--- src/rtl/hsid_pkg.sv ---
// Shared widths and FSM state type for the HSID MSE datapath.
package hsid_pkg;
  localparam int HSID_WORD_WIDTH        = 16;
  localparam int HSID_HSP_LIBRARY_WIDTH = 8;

  typedef enum logic [1:0] {
    IDLE = 2'd0,
    RUN  = 2'd1,
    DONE = 2'd2
  } hsid_mse_min_state_t;
endpackage

--- src/rtl/hsid_mse_min_if.sv ---
// Per-reference MSE result stream; one result per mse_valid cycle, no backpressure.
interface hsid_mse_min_if
  import hsid_pkg::*;
#(
  parameter int WORD_WIDTH        = HSID_WORD_WIDTH,
  parameter int HSP_LIBRARY_WIDTH = HSID_HSP_LIBRARY_WIDTH
);
  logic [WORD_WIDTH-1:0]        mse_value;
  logic [HSP_LIBRARY_WIDTH-1:0] mse_ref;
  logic                         mse_valid;
  logic                         acc_of;

  modport master (output mse_value, output mse_ref, output mse_valid, output acc_of);
  modport slave  (input  mse_value, input  mse_ref, input  mse_valid, input  acc_of);
endinterface

--- src/rtl/hsid_mse_cmp.sv ---
// Registered best-value tracker (min or max by FIND_MAX); result visible one cycle after load.
// Strict compare so ties keep the earlier entry; 'first' forces a load regardless of value.
module hsid_mse_cmp
  import hsid_pkg::*;
#(
  parameter int WORD_WIDTH = HSID_WORD_WIDTH,
  parameter int IDX_WIDTH  = HSID_HSP_LIBRARY_WIDTH,
  parameter bit FIND_MAX   = 1'b0
) (
  input  logic                  clk,
  input  logic                  rst_n,
  input  logic                  init,
  input  logic                  load,
  input  logic                  first,
  input  logic [WORD_WIDTH-1:0] value,
  input  logic [IDX_WIDTH-1:0]  idx,
  output logic [WORD_WIDTH-1:0] best_value,
  output logic [IDX_WIDTH-1:0]  best_idx
);
  localparam logic [WORD_WIDTH-1:0] INIT_VALUE = {WORD_WIDTH{~FIND_MAX}};

  logic better;

  assign better = FIND_MAX ? (value > best_value) : (value < best_value);

  always_ff @(posedge clk or negedge rst_n) begin
    if (!rst_n) begin
      best_value <= INIT_VALUE;
      best_idx   <= '0;
    end else if (init) begin
      best_value <= INIT_VALUE;
      best_idx   <= '0;
    end else if (load && (first || better)) begin
      best_value <= value;
      best_idx   <= idx;
    end
  end
endmodule

--- src/rtl/hsid_mse_min.sv ---
// Best-match tracker over a run of library_size MSE results; done pulses the cycle after the last one.
// No backpressure; optional maximum tracking with HSID_MSE_MAX_TRACK_EN.
module hsid_mse_min
  import hsid_pkg::*;
#(
  parameter int WORD_WIDTH        = HSID_WORD_WIDTH,
  parameter int HSP_LIBRARY_WIDTH = HSID_HSP_LIBRARY_WIDTH
) (
  input  logic                         clk,
  input  logic                         rst_n,
  input  logic                         clear,
  input  logic                         start,
  input  logic [HSP_LIBRARY_WIDTH-1:0] library_size,
  hsid_mse_min_if.slave                mse,
  output logic                         busy,
  output logic                         done,
  output logic [WORD_WIDTH-1:0]        min_mse_value,
  output logic [HSP_LIBRARY_WIDTH-1:0] min_mse_ref,
  output logic                         no_match,
  output logic [HSP_LIBRARY_WIDTH-1:0] of_count,
  output logic [HSP_LIBRARY_WIDTH-1:0] rx_count
`ifdef HSID_MSE_MAX_TRACK_EN
  ,
  output logic [WORD_WIDTH-1:0]        max_mse_value,
  output logic [HSP_LIBRARY_WIDTH-1:0] max_mse_ref
`endif
);
  localparam logic [HSP_LIBRARY_WIDTH-1:0] ONE = HSP_LIBRARY_WIDTH'(1);

  hsid_mse_min_state_t          state;
  logic [HSP_LIBRARY_WIDTH-1:0] lib_size;
  logic                         run_init;
  logic                         good;

  // Trackers reinitialise on clear and on any accepted start, zero-size runs included.
  assign run_init = clear | ((state == IDLE) & start);
  assign good     = (state == RUN) & mse.mse_valid & ~mse.acc_of & ~clear;

  always_ff @(posedge clk or negedge rst_n) begin
    if (!rst_n) begin
      state    <= IDLE;
      busy     <= 1'b0;
      done     <= 1'b0;
      lib_size <= '0;
      rx_count <= '0;
      of_count <= '0;
      no_match <= 1'b1;
    end else if (clear) begin
      state    <= IDLE;
      busy     <= 1'b0;
      done     <= 1'b0;
      lib_size <= '0;
      rx_count <= '0;
      of_count <= '0;
      no_match <= 1'b1;
    end else begin
      done <= 1'b0;
      case (state)
        IDLE: begin
          if (start) begin
            lib_size <= library_size;
            rx_count <= '0;
            of_count <= '0;
            no_match <= 1'b1;
            if (library_size != '0) begin
              state <= RUN;
              busy  <= 1'b1;
            end else begin
              state <= DONE;
              done  <= 1'b1;
            end
          end
        end
        RUN: begin
          if (mse.mse_valid) begin
            rx_count <= rx_count + ONE;
            if (mse.acc_of) of_count <= of_count + ONE;
            else            no_match <= 1'b0;
            if (rx_count == lib_size - ONE) begin
              state <= DONE;
              busy  <= 1'b0;
              done  <= 1'b1;
            end
          end
        end
        DONE: state <= IDLE;
        default: begin
          state <= IDLE;
          busy  <= 1'b0;
        end
      endcase
    end
  end

  hsid_mse_cmp #(
    .WORD_WIDTH (WORD_WIDTH),
    .IDX_WIDTH  (HSP_LIBRARY_WIDTH),
    .FIND_MAX   (1'b0)
  ) u_min (
    .clk        (clk),
    .rst_n      (rst_n),
    .init       (run_init),
    .load       (good),
    .first      (no_match),
    .value      (mse.mse_value),
    .idx        (mse.mse_ref),
    .best_value (min_mse_value),
    .best_idx   (min_mse_ref)
  );

`ifdef HSID_MSE_MAX_TRACK_EN
  hsid_mse_cmp #(
    .WORD_WIDTH (WORD_WIDTH),
    .IDX_WIDTH  (HSP_LIBRARY_WIDTH),
    .FIND_MAX   (1'b1)
  ) u_max (
    .clk        (clk),
    .rst_n      (rst_n),
    .init       (run_init),
    .load       (good),
    .first      (no_match),
    .value      (mse.mse_value),
    .idx        (mse.mse_ref),
    .best_value (max_mse_value),
    .best_idx   (max_mse_ref)
  );
`endif
endmodule

--- src/flat_wrapper.sv ---
// flat-port wrapper written by rule: the top's interface ports become plain ports
module hsid_mse_min_flat import hsid_pkg::*;
#(
  parameter int WORD_WIDTH        = HSID_WORD_WIDTH,
  parameter int HSP_LIBRARY_WIDTH = HSID_HSP_LIBRARY_WIDTH
)
  (clk, rst_n, clear, start, library_size, busy, done, min_mse_value, min_mse_ref, no_match, of_count, rx_count, mse_mse_value, mse_mse_ref, mse_mse_valid, mse_acc_of);
  hsid_mse_min_if #(.WORD_WIDTH(WORD_WIDTH), .HSP_LIBRARY_WIDTH(HSP_LIBRARY_WIDTH)) mse_i ();
  input  logic clk;
  input  logic rst_n;
  input  logic clear;
  input  logic start;
  input  logic [HSP_LIBRARY_WIDTH-1:0] library_size;
  output logic busy;
  output logic done;
  output logic [WORD_WIDTH-1:0] min_mse_value;
  output logic [HSP_LIBRARY_WIDTH-1:0] min_mse_ref;
  output logic no_match;
  output logic [HSP_LIBRARY_WIDTH-1:0] of_count;
  output logic [HSP_LIBRARY_WIDTH-1:0] rx_count;
  input wire logic [$bits(mse_i.mse_value)-1:0] mse_mse_value;
  input wire logic [$bits(mse_i.mse_ref)-1:0] mse_mse_ref;
  input wire logic [$bits(mse_i.mse_valid)-1:0] mse_mse_valid;
  input wire logic [$bits(mse_i.acc_of)-1:0] mse_acc_of;
  assign mse_i.mse_value = mse_mse_value;
  assign mse_i.mse_ref = mse_mse_ref;
  assign mse_i.mse_valid = mse_mse_valid;
  assign mse_i.acc_of = mse_acc_of;
  hsid_mse_min #(.WORD_WIDTH(WORD_WIDTH), .HSP_LIBRARY_WIDTH(HSP_LIBRARY_WIDTH)) u_core (.clk(clk), .rst_n(rst_n), .clear(clear), .start(start), .library_size(library_size), .mse(mse_i), .busy(busy), .done(done), .min_mse_value(min_mse_value), .min_mse_ref(min_mse_ref), .no_match(no_match), .of_count(of_count), .rx_count(rx_count));
endmodule
--- config.mk ---
export PLATFORM = sky130hd
export DESIGN_NAME = hsid_mse_min_flat
export DESIGN_NICKNAME = d
export VERILOG_FILES = /design/src/rtl/hsid_pkg.sv /design/src/rtl/hsid_mse_min_if.sv /design/src/rtl/hsid_mse_cmp.sv /design/src/rtl/hsid_mse_min.sv /design/src/flat_wrapper.sv
export SDC_FILE = /design/constraint.sdc
export NUM_CORES = 1
export LEC_CHECK = 0
export ABC_AREA = 0
export BUFFER_PORTS_ARGS = -buffer_cell sky130_fd_sc_hd__buf_2
export CAP_MARGIN = 20
export CORE_ASPECT_RATIO = 2
export CORE_MARGIN = 5
export CORE_UTILIZATION = 49
export CTS_CLUSTER_SIZE = 40
export DETAILED_ROUTE_END_ITERATION = 16
export PLACE_DENSITY = 0.77
export REMOVE_ABC_BUFFERS = 1
export SYNTH_ARGS = -nofsm -noshare
export SYNTH_HDL_FRONTEND = slang
export SYNTH_HIERARCHICAL = 1
export SYNTH_SLANG_ARGS = --single-unit
--- constraint.sdc ---
create_clock -name clk -period 2.3 [get_ports clk]
set_clock_uncertainty 0.1 [all_clocks]
set_input_delay 0.115 -clock clk [delete_from_list [all_inputs] [get_ports clk]]
set_output_delay 0.115 -clock clk [all_outputs]
set_load 0.005 [all_outputs]
; Word-level counts from Yosys, hierarchy flattened
; Cells that the tools add are included.
[totals]
register_bits = 53
latch_bits = 0
ramBits = 0
rom_bits = 0
input_bits = 38
memories = 0
[op_classes]
add_sub_neg = 3
n_mul = 0
div = 0
n_lt_le_gt_ge = 1
eq_ne = 10
n_shift = 0
muxes = 38
bitwise = 7
n_reduce_logical = 14
[op_table]
columns = operator, count
row1 = $mux 8, 11
row2 = $mux 16, 2
row3 = $pmux 8 s2, 2
row4 = $ne 3x3->1 const B, 6
row5 = $add 8x1->8 const B, 2
row6 = $lt 16x16->1, 1
row7 = $mux 1, 14
row8 = $mux 2, 5
row9 = $eq 8x8->1, 1
row10 = $reduce_and 4->1, 2
row11 = $reduce_bool 8->1, 1
row12 = $sub 8x1->8 const B, 1
row13 = $reduce_and 3->1, 2
row14 = $reduce_bool 2->1, 3
row15 = $reduce_and 5->1, 1
row16 = $and 1x1->1, 4
row17 = $pmux 1 s2, 2
row18 = $pmux 2 s2, 1
row19 = $pmux 1 s3, 1
row20 = $reduce_bool 3->1, 1
row21 = $eq 2x1->1 const B, 1
row22 = $eq 2x2->1 const B, 1
row23 = $logic_not 2->1, 1
row24 = $ne 2x2->1 const B, 1
row25 = other kinds (5), 6

; Depth between registers and ports, before layout
[logic_depth]
ltp_word = 7
depth_mapped = 10
ltp_nobuf = 8

; Hierarchy
; The synthesis kept the hierarchy.
[by_module_without_submodules]
columns = module, instances, cells_per_inst, area_per_inst_um2, seq_area_each_um2
row1 = hsid_mse_min, 1, 178, 1709.1, 726.9
row2 = hsid_mse_cmp, 1, 156, 1567.8, 620.6

; Worst setup path before layout
; Ideal clock, no wire load.
[synth_path]
path_kind = reg-to-reg
startpoint = register u_core.state[1]
endpoint = register u_core.u_min.best_value[0]
setup_ps = 75
arrival_time_ps = 2182
slack_ps = -56
stages_incl_launch_ff = 10
path_buffers = 1
synth_period_minus_slack_ps = 2356
cell_sequence = dfrtp_1 > nor2_1 > nand2_1 > nor3b_1 > inv_1 > a211oi_1 > o221ai_1 > a22oi_4 > buf_12 > mux2i_1
[synth_via]
elab_chain_len = 6
word_cells_on_any_way = 10
cone_classes = eq/ne (1) / mux (1) / bitwise (5) / reduce/logical (3)
[synth_lines]
columns = element, line_no
row1 = from (decl), hsid_mse_min.sv:30  ; hsid_mse_min_state_t state;
row2 = from (signal assigned), hsid_mse_min.sv:41  ; state <= IDLE;
row3 = from (signal assigned), hsid_mse_min.sv:49  ; state <= IDLE;
row4 = from (signal assigned), hsid_mse_min.sv:66  ; state <= RUN;
row5 = $eq 2x1->1, hsid_mse_min.sv:37  ; assign good = (state == RUN) & mse.mse_valid & ~mse.acc_of & ~clear;
row6 = $and 1x1->1 (3 in series), hsid_mse_min.sv:37
row7 = net u_core.good, hsid_mse_min.sv:33  ; logic good;
row8 = $logic_and 1x1->1, hsid_mse_cmp.sv:33  ; end else if (load && (first || better)) begin
row9 = $reduce_bool 2->1 (no source line), n/a
row10 = to (signal assigned), hsid_mse_cmp.sv:34  ; best_value <= value;
row11 = to (decl), hsid_mse_cmp.sv:17  ; output logic [WORD_WIDTH-1:0] best_value,
; The timed path passes the listed nets, and every way through them passes these cells.
; A chain may end at the register's enable or synchronous reset.

; Worst setup path after layout
[layout_path]
startpoint = register u_core.u_min.best_value[1]
endpoint = register u_core.u_min.best_value[9]
[layout_via]
elab_chain_len = 4
[layout_lines]
columns = element, line_no
row1 = $lt 16x16->1, hsid_mse_cmp.sv:24  ; assign better = FIND_MAX ? (value > best_value) : (value < best_value);
row2 = $logic_or 1x1->1, hsid_mse_cmp.sv:33
row3 = $logic_and 1x1->1, hsid_mse_cmp.sv:33
row4 = $reduce_bool 2->1 (no source line), n/a
; Every way passes these cells.

==> impl_metrics.csv <==
group,metric,value,unit
power,ir_worst_vdd,324,µV
floorplanning,die_h,126,µm
place,gp_congestion,0.832,
min_path,hp-class,"in2reg",
final_layout,fin_nets,503,
power,swShare,25.2,%
power,pwr-share-seq,45.7,%
yosys,synth_edf_count,0,
flow_run,maxCapViolCount,0,
power,p_sw,0.545,mW
place,place_ws,0.0427,ns
setup_path,arrival,2.44,ns
sta,setup_ws,-0.0237,ns
yosys,synthCells,334,
setup_path,setup.worst_path.start_class,"flop",
sta,fmax,430,MHz
power,pwr_density_cell,498,nW/µm²
setup_path,worstReg2RegStart,"u_core/u_min/best_value[1]$_DFFE_PN1P_",
routing,ant_nets,0,
sta,relSlewSlack,54.8,%
sta,rsz0062_at_grt,"true",
power,internal_power,1.61,mW
setup_path,required,2.41,ns
floorplanning,coreArea,6570,µm²
power,pwr-share-clk,37.1,%
global_route,grt_max_degree,54,
floorplanning,rows,42,
setup_path,crit_type,"reg2reg",
yosys,ys_ff_latch,53,
setup_path,cp_cell_sequence,"inv_2 > ha_4 > a2111oi_4 > o311ai_2 > a22oi_4 > clkbuf_16 > mux2i_1",
yosys,avgSynthCellArea,9.81,µm²
sta,drv_slew,0,
sta,hold_viol,0,
setup_path,path_delay_family,"compound AO/OA/AOI/OAI gates",
floorplanning,ioPinCount,81,
clocking,clock_latency,0.29,ns
power,report.power.total,2.16,mW
routing,drtPass1Iterations,4,
setup_path,startpoint,"u_core/u_min/best_value[1]$_DFFE_PN1P_",
min_path,hp-start,"library_size[4]",
sta,finalCritPeriodShare,101,%
final_layout,syn_to_final_growth,32.1,%
clocking,numCtsBuffers,5,
global_route,grt_antenna_before_repair,0,
clocking,cts_buffer_depth,2,
global_route,grt_use_total,19.2,%
routing,drt_iter0_drc,149,
sta,min_period,2.32,ns
final_layout,drive_gt1_share,31.7,%
routing,viasPerCell,5.27,
clocking,root_buffer,"clkbuf_16",
global_route,first_global_vias,2902,
global_route,globalRoute.totalOverflow,0,
place,hpwl,5.50,mm
setup_path,critPathSlowestCell,"dfstp_2",
routing,drc,0,
floorplanning,die_width,67.8,µm
yosys,synth.distinct_cells,51,
sta,worstMarginPinSlew,0.678,ns
clocking,cts_tree,"yes",
final_layout,n_antenna_cell,0,
routing,vias,2824,
final_layout,final_util,65.9,%
sta,setup_violations,5,
floorplanning,initial_utilization,49.9,%
setup_path,crit_buf_inv,2,
floorplanning,die_area,8520,µm²
clocking,clock-sinks,53,
yosys,ys_warn_count,6,
setup_path,worstPathMaxFanout,6,
power,p_leak,2.07,nW
setup_path,critical_path.max_stage_delay,0.56,ns
place,io_buffers,80,
yosys,async_flop_share,100,%
setup_path,worstSetupEndpointType,"flop",
run_status,status,"finished with violations",
yosys,seq_area_frac_synth,41.1,%
sta,fin_tns_setup,-0.0609,ns
routing,wirelength,8.38,mm
power,combPwrFrac,17.2,%
clocking,path_clk_slew,0.07,ns
run_status,violations,"setup timing",
yosys,synthFlopType,"dfrtp_1",
routing,wl_per_cell,15.6,µm
yosys,syn_area,3280,µm²
global_route,grt_pass1_wl,12.8,mm
clocking,htreeDepth,2,
[repair_timing]
action	CTS	global route
hold buffers	29	0
setup buffers	0	1
endpoints found under the setup margin	0	26
resized for setup	0	12
endpoints found under the hold margin	64	0
[cell usage in the layout, fill, tap and decap left out, drive strengths merged, types with 3 or more instances in the layout]
cell type    synthesis  layout
nor4                 4       4
ha                  18      18
nand2b              21      21
mux2i               33      33
a21oi               12      12
o21ai               11      11
nand3               12      12
a211oi               3       3
xnor2               11      11
dlygate4sd3          0      29
nand2               16      16
nor2                60      60
dfrtp               36      36
nor3                 3       3
nand4                5       5
buf                  7      91
dfstp               17      17
xor2                 7       7
o21a                 3       3
inv                 19      19
clkbuf               9       9
[kinds of logic (layout without fill, tap and decap cells)]
group / Yosys count / after routing / synth area share, %
adder cells (fa/ha/maj): 18 / 18 / 6.87
flip-flops: 53 / 53 / 41.1
XOR/XNOR: 18 / 18 / 4.81
buffers and inverters: 35 / 149 / 5.80
AO/OA/AOI/OAI: 41 / 41 / 9.47
AND/OR/NAND/NOR: 134 / 134 / 21.2
multiplexers: 35 / 35 / 10.8
[per-layer routing]
metal	share of wire, %	up-vias	track usage (%)
met4	3.4	0	8.68
met5	0	-	0
met3	3.8	20	3.48
met1	35	1364	19.3
met2	57	80	36.1
li1	-	1360	-
[power groups by stage]
stage          clock network (mW)  logic, mW  registers [mW]
2_1_floorplan                   0      0.178            1.00
3_3_place_gp                    0      0.304            1.00
3_5_place_dp                    0      0.312            1.00
4_1_cts                     0.832      0.350           0.985
5_1_grt                     0.859      0.407           0.989
6_report                    0.801      0.371           0.986
[cell type report]
class / instances / area, µm²
Timing Repair Buffer: 122 / 852
Inverter: 19 / 71.3
Multi-Input combinational cell: 246 / 1790
Sequential cell: 53 / 1350
Fill cell: 521 / 2240
Clock inverter: 1 / 5.00
Clock buffer: 7 / 154
Tap cell: 88 / 110
[synth_stat cells, types with 2 or more instances]
cell type  instances  area, µm²
and3_1             2       12.5
or3_1              2       12.5
dfrtp_1           36        901
dfstp_2           17        447
clkbuf_1           8       30.0
ha_1              18        225
xor2_1             7       61.3
a211oi_1           3       22.5
mux2i_1           33        330
a21oi_1           10       50.1
o21a_1             3       22.5
nor4_1             2       12.5
buf_6              3       33.8
nand2_1           16       60.1
nand3_1           12       60.1
nand2b_1          19        119
inv_1             19       71.3
a21boi_0           2       15.0
nor3_1             3       15.0
o21ai_0           11       55.1
nand2b_4           2       27.5
buf_12             2       40.0
xnor2_1           11       96.3
buf_2              2       10.0
nand4_1            4       25.0
mux2_2             2       22.5
nor2_1            60        225
a31oi_1            2       12.5
[metrics by stage]
stage                     hold WS [ns]  area [µm²]  instances
after CTS                     0.000620        4210        532
after global placement           0.182        3760        495
after global routing            0.0175        4330        536
after detailed placement         0.183        3760        495
final                          0.00592        4330        536
after floorplan                 -0.281        3160        318
[worst reg2reg max path: stages, from the launching register on]
cell       delay [ns]
dfstp_2          0.56
inv_2            0.05
ha_4             0.22
a2111oi_4        0.35
o311ai_2         0.15
a22oi_4          0.38
clkbuf_16        0.23
mux2i_1          0.21
[state kept, by name, summed over array words and instances, names as in the netlist]
register,flops
u_core/busy,1
u_core/done,1
u_core/lib_size,8
u_core/no_match,1
u_core/of_count,8
u_core/rx_count,8
u_core/state,2
u_core/u_min/best_idx,8
u_core/u_min/best_value,16
[worst paths after layout]
check | to | slack, ns | cells past startpoint
worst min-delay path | u_core/lib_size[4]$_DFFE_PN0P_ | 0.006 | 3
worst max-delay path | u_core/u_min/best_value[9]$_DFFE_PN1P_ | -0.02 | 7
worst min register to register | u_core/no_match$_DFFE_PN1P_ | 0.40 | 2
min in group asynchronous | u_core/u_min/best_idx[6]$_DFFE_PN0P_ | 0.38 | 3
max in group asynchronous | u_core/lib_size[0]$_DFFE_PN0P_ | 1.22 | 3
worst max register to register | u_core/u_min/best_value[9]$_DFFE_PN1P_ | -0.02 | 7
Power figures use the tool's default switching activity.
